File: config.mk
export PLATFORM = sky130hd
export DESIGN_NAME = pc_fetch
export DESIGN_NICKNAME = d
export VERILOG_FILES = /design/src/rtl/pc_pkg.sv /design/src/rtl/pc_perf_cnt.sv /design/src/rtl/pc_fetch.sv
export SDC_FILE = /design/constraint.sdc
export NUM_CORES = 1
export LEC_CHECK = 0
export CAP_MARGIN = 20
export CORE_MARGIN = 3
export CORE_UTILIZATION = 35
export CTS_CLUSTER_SIZE = 25
export DETAILED_ROUTE_END_ITERATION = 10
export GPL_ROUTABILITY_DRIVEN = 0
export PLACE_DENSITY = 0.69
export SYNTH_ARGS = -nofsm -noshare
export SYNTH_HDL_FRONTEND = slang
export SYNTH_SLANG_ARGS = --single-unit
File: constraint.sdc
create_clock -name clk -period 2.9 [get_ports clk]
set_input_delay 0.29 -clock clk [delete_from_list [all_inputs] [get_ports clk]]
set_output_delay 0.29 -clock clk [all_outputs]
set_load 0.02 [all_outputs]
File: src/rtl/pc_pkg.sv
// Shared types and defaults for the program counter / fetch sequencer.
// PC_PERF_CNT_EN (optional) enables the performance counters in pc_fetch.
package pc_pkg;

    localparam int unsigned PC_W_DEFAULT       = 11;
    localparam int unsigned START_ADDR_DEFAULT = 0;
    localparam int unsigned LUT_IDX_W          = 6;
    localparam int unsigned PERF_W             = 16;

    typedef enum logic [1:0] {
        IDLE = 2'd0,
        RUN  = 2'd1,
        DONE = 2'd2
    } state_t;

    function automatic logic [PERF_W-1:0] sat_inc(input logic [PERF_W-1:0] v);
        return (v == '1) ? v : v + PERF_W'(1);
    endfunction

endpackage

File: src/rtl/pc_perf_cnt.sv
// Two saturating 16-bit counters: RUN cycles and non-stalled taken branches.
// Only instantiated when PC_PERF_CNT_EN is defined.
module pc_perf_cnt
    import pc_pkg::*;
(
    input  logic              clk,
    input  logic              rst_n,
    input  logic              clr,
    input  logic              cyc_inc,
    input  logic              br_inc,
    output logic [PERF_W-1:0] cycle_cnt,
    output logic [PERF_W-1:0] branch_cnt
);

    logic [PERF_W-1:0] cyc_q, cyc_d;
    logic [PERF_W-1:0] br_q,  br_d;

    always_comb begin
        cyc_d = cyc_q;
        br_d  = br_q;
        if (clr) begin
            cyc_d = '0;
            br_d  = '0;
        end else begin
            if (cyc_inc) cyc_d = sat_inc(cyc_q);
            if (br_inc)  br_d  = sat_inc(br_q);
        end
    end

    always_ff @(posedge clk or negedge rst_n) begin
        if (!rst_n) begin
            cyc_q <= '0;
            br_q  <= '0;
        end else begin
            cyc_q <= cyc_d;
            br_q  <= br_d;
        end
    end

    assign cycle_cnt  = cyc_q;
    assign branch_cnt = br_q;

endmodule

File: src/rtl/pc_fetch.sv
// Program counter / fetch sequencer with IDLE -> RUN -> DONE lifecycle.
// Define PC_PERF_CNT_EN to add the cycle_cnt / branch_cnt outputs.
module pc_fetch
    import pc_pkg::*;
#(
    parameter int unsigned     PC_W       = PC_W_DEFAULT,
    parameter logic [PC_W-1:0] START_ADDR = PC_W'(START_ADDR_DEFAULT)
) (
    input  logic            clk,
    input  logic            rst_n,
    input  logic            start,
    input  logic            stall,
    input  logic            halt,
    input  logic            branch_taken,
    input  logic            jmp,
    input  logic [PC_W-1:0] target,
    output logic [PC_W-1:0] pc,
    output logic            running,
    output logic            done
`ifdef PC_PERF_CNT_EN
    ,
    output logic [PERF_W-1:0] cycle_cnt,
    output logic [PERF_W-1:0] branch_cnt
`endif
);

    state_t          state_q, state_d;
    logic [PC_W-1:0] pc_q, pc_d;

    always_comb begin
        state_d = state_q;
        pc_d    = pc_q;
        unique case (state_q)
            IDLE, DONE: begin
                if (start) begin
                    state_d = RUN;
                    pc_d    = START_ADDR;
                end
            end
            RUN: begin
                // Priority: stall > halt > taken branch > sequential increment.
                if (stall) begin
                    pc_d = pc_q;
                end else if (halt) begin
                    state_d = DONE;
                end else if (branch_taken) begin
                    pc_d = jmp ? target : pc_q + target;
                end else begin
                    pc_d = pc_q + PC_W'(1);
                end
            end
            default: begin
                state_d = IDLE;
                pc_d    = START_ADDR;
            end
        endcase
    end

    always_ff @(posedge clk or negedge rst_n) begin
        if (!rst_n) begin
            state_q <= IDLE;
            pc_q    <= START_ADDR;
        end else begin
            state_q <= state_d;
            pc_q    <= pc_d;
        end
    end

    assign pc      = pc_q;
    assign running = (state_q == RUN);
    assign done    = (state_q == DONE);

`ifdef PC_PERF_CNT_EN
    logic perf_clr, perf_br;

    assign perf_clr = (state_q != RUN) && start;
    assign perf_br  = running && !stall && !halt && branch_taken;

    pc_perf_cnt u_perf (
        .clk        (clk),
        .rst_n      (rst_n),
        .clr        (perf_clr),
        .cyc_inc    (running),
        .br_inc     (perf_br),
        .cycle_cnt  (cycle_cnt),
        .branch_cnt (branch_cnt)
    );
`endif

endmodule

==> out/metrics.yaml <==
syn_nets: 220
final_cell_mix: "30 x clkdlybuf4s50_1, 19 x a21oi_1, 17 x nand2_1"
crit_arrival_ps: 2550
critPathCapture: "pc[10]"
dr.max_layer_used: "met4"
dp_hpwl_mm: 3.12
hold_viol: 0
tightest_slew_ps: 626
die_area_um2: 4960
rows: 22
synthSimpleGateAreaFrac_pct: 25.7
powerDensity_nw_per_um2: 560
die_h_um: 70.4
outcome: "finished, final reports clean"
rsz0062_at_grt: "false"
fin_cells: 268
peakVddDrop_mv: 0.261
cp_cell_sequence: "clkdlybuf4s50_1 -> ha_1 -> fa_1 -> a21oi_1 -> o211ai_1 -> nor2b_1 -> nor4_1 -> mux2_1"
antenna_left: 0
drv_cap: 0
rr_endpoint: "pc[10]"
drive_gt1_share_pct: 3.64
clockBufferDepth: 2
slowest_stage: "clkdlybuf4s50_1"
cts_hold_buf: 0
drt_iter0_drc: 95
synth.distinct_cells: 44
die_x_um: 70.4
wl_mm: 3.94
tns_ps: 0
synth_adder_area_share_pct: 10.9
io_buffers: 30
timing.final.crit_period_ps: 2420
grt_antenna_before_repair: 0
clk_latency_ps: 240
max_freq_mhz: 413
ios: 31
mostFrequentLayoutCell: "clkdlybuf4s50_1"
root_buffer: "clkbuf_8"
via_count: 1541
overflow: 0
first_global_vias: 1319
nets: 251
ff2ff_setup_slack_ps: 480
cts_setup_buffers: 0
critical-path-max-stage-delay_ps: 420
htree_levels: 1
pre_cts_ws_ps: 195
grt_pass1_wl_mm: 6.61
drt-met1-wl_mm: 1.83
dp_cells: 264
grt_max_degree: 16
worst_slack_ps: 476
wire_per_inst_um: 14.7
cts_buffers: 3
dr_wl_met2_mm: 1.89
cts_sinks: 13
clk_pin_slew_ps: 60
min_path_type: "in2async"
drcViolationCount: 0
setup_viol: 0
synth_xor_area_share_pct: 3.62
diodes: 0
synth_flop_cell: "dfrtp_1"
relSlewSlack_pct: 58.2
syn2layout_area_growth_pct: 27.5
p_leak_nw: 0.744
yosys_warnings: 0
hold_ws_ps: 434
syn_area_per_cell_um2: 7.64
ys_seq_area_share_pct: 22.4
critPathMaxFanout: 4
vias_per_cell: 5.75
track_usage_pct: 16.5
slew_viol_final: 0
synth_edf_count: 0
muxShareOfSynthArea_pct: 4.40
synth_top_family_by_area: "compound AO/OA/AOI/OAI gates"
core_region_area_um2: 3830
r2r_cells: 7
n_fill_cell: 392
firstDrtPassIters: 4
synth_cells: 190
ys_async_sr_fraction_pct: 100
required_ps: 3030
cp-start-kind: "input pin"
crit_start: "target[0]"
postLayoutCoreUtil_pct: 48.4
start_util_pct: 37.9
synth_area_um2: 1450
fin_skew_ps: 1.11
critPathKind: "in2reg"
ys_ff_latch: 13
cts_resized: 0
worstReg2RegStart: "pc[0]"
layout_worst_path_cycle_share_pct: 83.6
dr_wl_met3_um: 189
end_kind: "register"
synth-compound-area-share_pct: 28.4
cts_tree: "done"
## state kept, by name, indices dropped and copies added (netlist names)
register	cells
pc	11
state_q	2
## area by class of cell
type | count | area, µm² | share of cell area [%]
Clock buffer | 4 | 45.0 | 2.43
Inverter | 10 | 37.5 | 2.03
Multi-Input combinational cell | 160 | 1060 | 57.3
Sequential cell | 13 | 325 | 17.6
Tap cell | 48 | 60.1 | 3.25
Timing Repair Buffer | 33 | 323 | 17.4
## metal layers
layer / GRT usage (%) / vias up
met5: 0 / -
met4: 3.83 / 0
met3: 3.17 / 2
met2: 25.7 / 41
met1: 23.3 / 716
li1: - / 782
## synth_stat cells (2+ instances only)
library cell | instances | area share [%]
a2111oi_0 | 2 | 1.2
a21o_1 | 3 | 1.6
a21oi_1 | 19 | 6.6
a22oi_1 | 4 | 2.1
a32o_1 | 2 | 1.4
and2_1 | 2 | 0.86
and3_1 | 3 | 1.3
buf_2 | 2 | 0.69
clkbuf_1 | 5 | 1.3
dfrtp_1 | 13 | 22
ha_1 | 11 | 9.5
inv_1 | 9 | 2.3
mux2_1 | 3 | 2.3
mux2i_1 | 3 | 2.1
nand2_1 | 17 | 4.4
nand2b_1 | 3 | 1.3
nand3_1 | 10 | 3.4
nand4_1 | 4 | 1.7
nor2_1 | 11 | 2.8
nor2b_1 | 2 | 0.86
nor3_1 | 10 | 3.4
nor4_1 | 2 | 0.86
o211ai_1 | 3 | 1.6
o21a_1 | 2 | 1.0
o21ai_0 | 7 | 2.4
o21ai_1 | 8 | 2.8
o21bai_1 | 3 | 1.6
o22ai_1 | 2 | 0.86
o2bb2ai_1 | 2 | 1.2
o31ai_1 | 4 | 2.1
or3_1 | 2 | 0.86
xnor2_1 | 5 | 3.0
## worst min path at each step
stage,start,endpoint,slack (ps),cells after the start
floorplan,rst_n,pc[0],-6,0
global placement,state_q[0],state_q[0],540,1
detailed placement,state_q[0],state_q[0],550,1
CTS,rst_n,pc[1],460,1
global route,rst_n,pc[1],500,1
finish,rst_n,pc[1],430,1
## metrics by stage
stage          instance area (µm²)  total power [W]
6_report                      1850          0.00104
5_1_grt                       1850          0.00112
4_1_cts                       1850          0.00104
3_5_place_dp                  1810         0.000868
3_3_place_gp                  1810         0.000862
2_1_floorplan                 1450         0.000661
## critical path, delay by kind of cell
kind | cells | cell delay (ps)
compound gates | 2 | 430
fa+ha+maj | 2 | 640
buf+inv | 1 | 420
mux | 1 | 350
simple gates | 2 | 430
## cells by family (layout without fill, tap and decap cells)
kind of cell,count (synthesis),in the layout
simple gates,71,71
compound gates,65,65
buf+inv,17,47
flops,13,13
fa+ha+maj,12,12
xor+xnor,6,6
mux,6,6
## power breakdown
part	internal (W)	leakage, nW	switching, W	total, W
combinational	0.000264	0.545	0.000304	0.000568
clock	0.0000972	0.0228	0.0000721	0.000169
sequential	0.000220	0.176	0.0000794	0.000300
total	0.000581	0.744	0.000456	0.00104
(Power assumes the default switching activity.)
